**src/rtl/slice_arbiter.sv**
```systemverilog
// slice_arbiter
// -------------
// Round-robin arbiter that shares one resource between PORTS requesters.
// Every grant is a time slice of at most 2^CNT_WIDTH cycles. A slice ends
// early when the owner drops its request or when io_enable goes low. After
// each release there is always one idle cycle before the next grant. The
// search for the next owner then starts at the requester after the one just
// released.
//
// Ports:
//   clk            in   clock, all state on the rising edge
//   reset          in   asynchronous, active-high reset
//   io_enable      in   arbitration enable; low releases and blocks grants
//   io_req         in   [PORTS]      request vector, bit i = requester i
//   io_grant       out  [PORTS]      registered one-hot grant, zero when idle
//   io_grantValid  out  1            OR of io_grant
//   io_grantId     out  [ID_W]       current owner; holds last owner when idle
//   io_sliceValue  out  [CNT_WIDTH]  cycles elapsed in the current slice
//   io_sliceFull   out  1            slice counter at all-ones while granted
module slice_arbiter #(
    parameter int PORTS     = 4,
    parameter int CNT_WIDTH = 4,
    localparam int ID_W     = (PORTS > 1) ? $clog2(PORTS) : 1
) (
    input  logic                 clk,
    input  logic                 reset,
    input  logic                 io_enable,
    input  logic [PORTS-1:0]     io_req,
    output logic [PORTS-1:0]     io_grant,
    output logic                 io_grantValid,
    output logic [ID_W-1:0]      io_grantId,
    output logic [CNT_WIDTH-1:0] io_sliceValue,
    output logic                 io_sliceFull
);

    typedef enum logic {
        IDLE  = 1'b0,
        GRANT = 1'b1
    } state_t;

    state_t               state_q, state_d;
    logic [PORTS-1:0]     grant_q, grant_d;
    logic [ID_W-1:0]      id_q, id_d;
    logic [ID_W-1:0]      ptr_q, ptr_d;
    logic [CNT_WIDTH-1:0] cnt_q, cnt_d;

    // rot_idx[k] is the requester examined k-th in the scan, i.e.
    // (ptr + k) mod PORTS. rot_req[k] is that requester's request.
    logic [ID_W-1:0]  rot_idx [PORTS];
    logic [PORTS-1:0] rot_req;
    logic [ID_W-1:0]  win_id;
    logic [PORTS-1:0] win_onehot;
    logic             slice_full;
    logic             release_now;

    genvar gi;
    generate
        for (gi = 0; gi < PORTS; gi++) begin : g_rot
            logic [ID_W:0] sum_w;
            // The sum is at most 2*PORTS-2. A single conditional subtract
            // therefore gives the modulo, also when PORTS is not a power of two.
            assign sum_w       = {1'b0, ptr_q} + (ID_W+1)'(gi);
            assign rot_idx[gi] = ID_W'((sum_w >= (ID_W+1)'(PORTS)) ?
                                       (sum_w - (ID_W+1)'(PORTS)) : sum_w);
            assign rot_req[gi] = io_req[rot_idx[gi]];
        end
    endgenerate

    // Winner: the first set bit of the rotated vector. The loop runs from the
    // highest index down, so the lowest offset is assigned last and wins.
    always_comb begin
        win_id = rot_idx[0];
        for (int k = PORTS - 1; k >= 0; k--) begin
            if (rot_req[k]) begin
                win_id = rot_idx[k];
            end
        end
    end

    generate
        for (gi = 0; gi < PORTS; gi++) begin : g_onehot
            assign win_onehot[gi] = (win_id == ID_W'(gi));
        end
    endgenerate

    assign slice_full  = (state_q == GRANT) && (&cnt_q);
    assign release_now = !io_req[id_q] || slice_full || !io_enable;

    always_comb begin
        state_d = state_q;
        grant_d = grant_q;
        id_d    = id_q;
        ptr_d   = ptr_q;
        cnt_d   = cnt_q;
        case (state_q)
            IDLE: begin
                if (io_enable && (|io_req)) begin
                    state_d = GRANT;
                    grant_d = win_onehot;
                    id_d    = win_id;
                    cnt_d   = '0;
                end
            end
            GRANT: begin
                if (release_now) begin
                    state_d = IDLE;
                    grant_d = '0;
                    cnt_d   = '0;
                    ptr_d   = (id_q == ID_W'(PORTS - 1)) ? '0 : id_q + 1'b1;
                end else begin
                    cnt_d = cnt_q + 1'b1;
                end
            end
            default: begin
                state_d = IDLE;
                grant_d = '0;
                cnt_d   = '0;
            end
        endcase
    end

    always_ff @(posedge clk or posedge reset) begin
        if (reset) begin
            state_q <= IDLE;
            grant_q <= '0;
            id_q    <= '0;
            ptr_q   <= '0;
            cnt_q   <= '0;
        end else begin
            state_q <= state_d;
            grant_q <= grant_d;
            id_q    <= id_d;
            ptr_q   <= ptr_d;
            cnt_q   <= cnt_d;
        end
    end

    assign io_grant      = grant_q;
    assign io_grantValid = |grant_q;
    assign io_grantId    = id_q;
    assign io_sliceValue = cnt_q;
    assign io_sliceFull  = slice_full;

endmodule

```
**config.mk**
```make
export PLATFORM = sky130hd
export DESIGN_NAME = slice_arbiter
export DESIGN_NICKNAME = d
export VERILOG_FILES = /design/src/rtl/slice_arbiter.sv
export SDC_FILE = /design/constraint.sdc
export NUM_CORES = 1
export LEC_CHECK = 0
export ABC_AREA = 1
export CAP_MARGIN = 20
export CORE_MARGIN = 10
export CORE_UTILIZATION = 54
export CTS_CLUSTER_DIAMETER = 60
export DETAILED_ROUTE_END_ITERATION = 8
export GPL_ROUTABILITY_DRIVEN = 1
export HOLD_SLACK_MARGIN = 0.06
export PLACE_DENSITY = 0.83
export SETUP_SLACK_MARGIN = 0.1
export SKIP_CTS_REPAIR_TIMING = 1
export SYNTH_ARGS = -nofsm -noshare
export SYNTH_HDL_FRONTEND = slang
export SYNTH_SLANG_ARGS = --single-unit
export TNS_END_PERCENT = 50
```
**constraint.sdc**
```tcl
create_clock -name clk -period 3.82 [get_ports clk]
set_input_delay 0.955 -clock clk [delete_from_list [all_inputs] [get_ports clk]]
set_output_delay 0.955 -clock clk [all_outputs]
set_load 0.02 [all_outputs]
```
==> results of run 1 <==
cell usage in the layout, fill, tap and decap left out, types with 2 or more instances in the layout:
| cell type | count |
|---|---|
| clkdlybuf4s50_1 | 18 |
| ha_1 | 2 |
| clkbuf_4 | 3 |
| nand3_1 | 14 |
| o21ai_2 | 2 |
| nor2_2 | 2 |
| a21oi_1 | 4 |
| inv_1 | 10 |
| dfrtp_1 | 13 |
| nand4_1 | 2 |
| nor2_4 | 2 |
| nand3_2 | 2 |
| inv_2 | 5 |
| o21ai_1 | 4 |
| nand2_1 | 31 |
| nand2_2 | 15 |
| nor2_1 | 2 |
| nand2_4 | 3 |
critical path, cell delays in order, from the launching register on:
cell	delay, ns
dfrtp_1	0.41
ha_1	0.21
nand3_1	0.12
nor2_4	0.12
clkdlybuf4s50_1	0.61
cell families (layout without fill, tap and decap cells):
family                   after synthesis  count (layout)  synth area share (%)
AND/OR/NAND/NOR                       74              74                  42.6
XOR/XNOR                               2               2                  1.88
adder cells (fa/ha/maj)                2               2                  2.68
AO/OA/AOI/OAI                         13              13                  8.99
flip-flops                            13              13                  34.9
buffers and inverters                 18              39                  8.99
cell type report:
cell class	count	area share (%)
Multi-Input combinational cell	91	45.6
Sequential cell	13	28.4
Timing Repair Buffer	18	15.7
Inverter	17	6.32
Clock buffer	4	2.29
Tap cell	16	1.74
worst paths after layout:
kind | cells after the start | endpoint
setup / recovery | 4 | io_sliceFull
hold / removal | 2 | io_grant[3]
setup reg to reg | 8 | io_grant[0]
hold reg to reg | 2 | io_grant[3]
max in group asynchronous | 2 | io_grantId[1]
min in group asynchronous | 2 | io_grant[1]
report_power, final:
group | leakage (nW) | switching [mW] | internal [mW]
Clock | 0.0150 | 0.0444 | 0.0405
Combinational | 0.401 | 0.314 | 0.205
Sequential | 0.167 | 0.0682 | 0.179
registers in the layout (all words and copies together), names as in the netlist:
register / cells
state_q: 1
io_sliceValue: 4
ptr_q: 2
io_grantId: 2
io_grant: 4
per-layer routing:
| layer | track usage [%] | vias up | wire length (um) |
|---|---|---|---|
| met3 | 3.70 | 4 | 117 |
| met5 | 0 | - | 0 |
| li1 | - | 431 | - |
| met2 | 23.9 | 17 | 1100 |
| met1 | 12.0 | 387 | 805 |
| met4 | 3.82 | 0 | 27 |
per-stage QoR:
step	util, %	hold WS [ns]	worst slack [ns]	cell area, um2	cells
after global routing	72.8	0.543	1.04	1150	159
final	72.8	0.513	1.11	1150	159
after global placement	71.1	0.493	1.41	1120	155
after floorplan	-	0.601	1.77	932	122
after CTS	72.8	0.512	1.09	1150	159
after detailed placement	71.1	0.493	1.38	1120	155
==> impl_metrics.toml, run 1 <==
[run_status]
status = "finished, final reports clean"

[yosys]
synth_top_area_share_pct = 34.9
ys_seq_elements = 13
syn-cell-area_um2 = 932
syn-num-nets = 131
synthCells = 122
synthArstFlopShare_pct = 100
yosys.area.top_type = "dfrtp_1"
synth.area.top_cells = "dfrtp_1 (35%), nand2_1 (12%), nand2_2 (10%), nand3_1 (7.5%), inv_1 (4.0%)"
yosysMostFrequentCell = "nand2_1"
yosysSeqAreaShare_pct = 34.9
synth_edf_count = 0
syn_avg_cell_area_um2 = 7.64
synth-main-ff-cell = "dfrtp_1"
ys.warnings.count = 0
synth_commonest_cells = "nand2_1 (31), nand2_2 (15), nand3_1 (14)"
synth_cell_types = 25

[critical_path]
startpoint_type = "flip-flop"
crit_fanout = 5
arrival_ns = 1.75
cp_data_required_time_ns = 2.86
critical_path_class = "flip-flop to output port"
reg2reg_from = "ptr_q[0]"
cp-end-kind = "output port"
cp-startpoint = "io_sliceValue[0]"
ff2ff_setup_slack_ns = 2.24

[power]
fin_total_pwr_mw = 0.851
cellLeakagePower_nw = 0.584
ir_drop_mv = 0.403
power_density_mw_per_mm2 = 742

[global_route]
grt_pass1_vias = 858
track_usage_pct = 12.3
gr-total-overflow = 0
antenna_found_initial = 0
grt_start_max_net_pins = 14
grt_pass1_wl_um = 3590

[die]
coreArea_mm2 = 0.00158
die-height_um = 61.5
die_x_um = 61.5
start_util_pct = 59.1
die_area_mm2 = 0.00379
fp-row-count = 14
io_pins = 19

[clocking]
clk_latency_ns = 0.27
cts_root_buf = "clkbuf_4"
cts_max_path_buffers = 2
cts_tree = "yes"
htreeDepth = 1
clock-sinks = 13
clk_pin_slew_worst_paths_ns = 0.08
cts_buffers = 3

[route]
antenna_left = 0
viasPerCell = 5.28
drt_iter0_drc = 11
drc_errors = 0
dr.pass1.iters = 5
vias = 839
avgRoutedWirePerCell_um = 12.9
drt-total-wl_um = 2050

[finish]
area_delta_synth_final_pct = 23.1
diodes = 0
drive_gt1_share_pct = 26.6
seqCellArea_um2 = 325
fill_cells = 137
multi_input_area_um2 = 523
layout.nets = 153

[sta]
max_clock_freq_ghz = 0.369
tightest_slew_ns = 0.510
worst_clock_skew_ns = 0.000750
rsz0062_at_grt = "no"
period_minus_slack_ns = 2.71
finalCritPeriodShare_pct = 70.9
slew_headroom_pct = 66.0
hold_viol_final = 0
fin_setup_tns_ns = 0
setup_viol = 0
slew_violations = 0

[worst_hold_path]
hold_class = "flip-flop to flip-flop"
hold_path.startpoint = "io_grant[3]"

[job]
max_cap_viol_count = 0

[place]
dp_hpwl_um = 1680
gp_congestion = 0.787
port_buffers = 18
(Power assumes the default switching activity.)
==> inputs of run 2 (changes only) <==
Settings changed: CORE_UTILIZATION 54 to 45, PLACE_DENSITY 0.83 to 0.74.
Clock period 3.82 ns to 2.2 ns, I/O delays scaled along.
==> run 2 against run 1 <==
Net effect:
- clock-buffer cell count did not move
- combinational power rose by 76%
- utilization fell by 13 points
- flip-flop and latch count did not move
- largest power group unchanged
- cell area rose by 2.9%
- cell count rose by 8.2%
- critical path type unchanged
- setup slack got worse by 0.90 ns
- clock skew rose by 0.0012 ns
- highest routed layer unchanged
- register-to-register slack got worse by 1.6 ns
==> impl_metrics.toml, run 2 (synthesized netlist as in run 1, its figures left out) <==
[clocking]
cts_buffers = 3
clock-sinks = 13
cts_max_path_buffers = 2
cts_tree = "yes"
cts_root_buf = "clkbuf_4"
clk_pin_slew_worst_paths_ns = 0.07
htreeDepth = 1
clk_latency_ns = 0.27

[power]
p_sw_share_pct = 49.9
seqPwrFrac_pct = 28.4
ir_drop_mv = 0.594
power.clock.fraction_pct = 9.8
fin_total_pwr_mw = 1.48
combinationalPowerShare_pct = 61.8
cellLeakagePower_nw = 0.622
p_int_mw = 0.741
power_density_mw_per_mm2 = 1250
p_sw_mw = 0.738

[route]
drt_iter0_drc = 58
dr.pass1.iters = 4
drt-total-wl_um = 2080
antenna_left = 0
viasPerCell = 4.98
avgRoutedWirePerCell_um = 12.1
drc_errors = 0
vias = 857

[critical_path]
ff2ff_setup_slack_ns = 0.63
arrival_ns = 1.44
critPathTopFamily = "buffers and inverters"
crit_fanout = 8
cp-end-kind = "output port"
crit_slowest_cell = "clkdlybuf4s50_1"
critical_path_class = "flip-flop to output port"
cp_data_required_time_ns = 1.65
crit_path_cell_trace = "clkdlybuf4s50_1"
slowest_delay_ns = 0.67
path_buf_inv = 1
startpoint_type = "flip-flop"

[die]
io_pins = 19
die_x_um = 65.5
fp-row-count = 16
die-height_um = 65.5
die_area_mm2 = 0.00429
coreArea_mm2 = 0.00196
start_util_pct = 47.5

[place]
dp_cells = 168
preCtsSetupSlack_ns = 0.194
dp_hpwl_um = 1690
gp_congestion = 0.774
port_buffers = 18
place_area_mm2 = 0.00115

[finish]
seqCellArea_um2 = 325
fill_cells = 199
multi_input_area_um2 = 523
utilization_pct = 60.2
layout.nets = 155
drive_gt1_share_pct = 27.6
design_area_mm2 = 0.00118
area_delta_synth_final_pct = 26.7
final_common_cell = "nand2_1"
mostFrequentLayoutCells = "nand2_1 (31), clkdlybuf4s50_1 (16), nand2_2 (15), nand3_1 (14), dfrtp_1 (13)"
diodes = 0
final_cells = 172

[job]
max_cap_viol_count = 0

[sta]
slew_violations = 0
holdWs_ns = 0.502
fin_ws_ns = 0.212
hold_viol_final = 0
period_minus_slack_ns = 1.99
finalCritPeriodShare_pct = 90.3
slew_headroom_pct = 67.5
tightest_slew_ns = 0.486
setup_viol = 0
max_clock_freq_ghz = 0.503
fin_setup_tns_ns = 0
worst_clock_skew_ns = 0.00195
rsz0062_at_grt = "no"

[global_route]
grt_pass1_vias = 858
grt_start_max_net_pins = 14
grt_pass1_wl_um = 3700
gr-total-overflow = 0
track_usage_pct = 10.5
antenna_found_initial = 0

[run_status]
status = "finished, final reports clean"

[worst_hold_path]
hold_class = "flip-flop to flip-flop"
## run 2: per-layer routing
layer	share of wire [%]	up-vias	track usage, %	wire [um]
met5	0	-	0	0
li1	-	437	-	-
met3	5.8	2	4.58	120
met1	45	399	11.8	943
met4	0.77	0	3.21	16
met2	48	19	17.3	1000
## run 2: final cells by class
cell class              count  share of cell area, %
flip-flops and latches     13                   27.5
multi-input cells          91                   44.3
inverters                  17                   6.14
well taps                  27                   2.86
clock buffers               4                   2.22
repair buffers             20                   16.9
## run 2: power by group through the flow
stage	Combinational, mW	Sequential (mW)	Clock, mW
after floorplan	0.654	0.443	0
after global placement	0.907	0.424	0
after detailed placement	0.921	0.426	0
after CTS	0.927	0.422	0.149
after global routing	1.02	0.436	0.158
final	0.914	0.420	0.145
## run 2: path summary, 6_finish.rpt
| check | cells past startpoint | end | startpoint |
|---|---|---|---|
| max | 1 | io_grantId[0] | io_grantId[0] |
| min | 2 | io_grant[3] | io_grant[3] |
| max reg2reg | 10 | io_grant[0] | ptr_q[0] |
| min reg2reg | 2 | io_grant[3] | io_grant[3] |
| max in group asynchronous | 2 | io_grant[3] | reset |
| min in group asynchronous | 2 | io_grant[2] | reset |
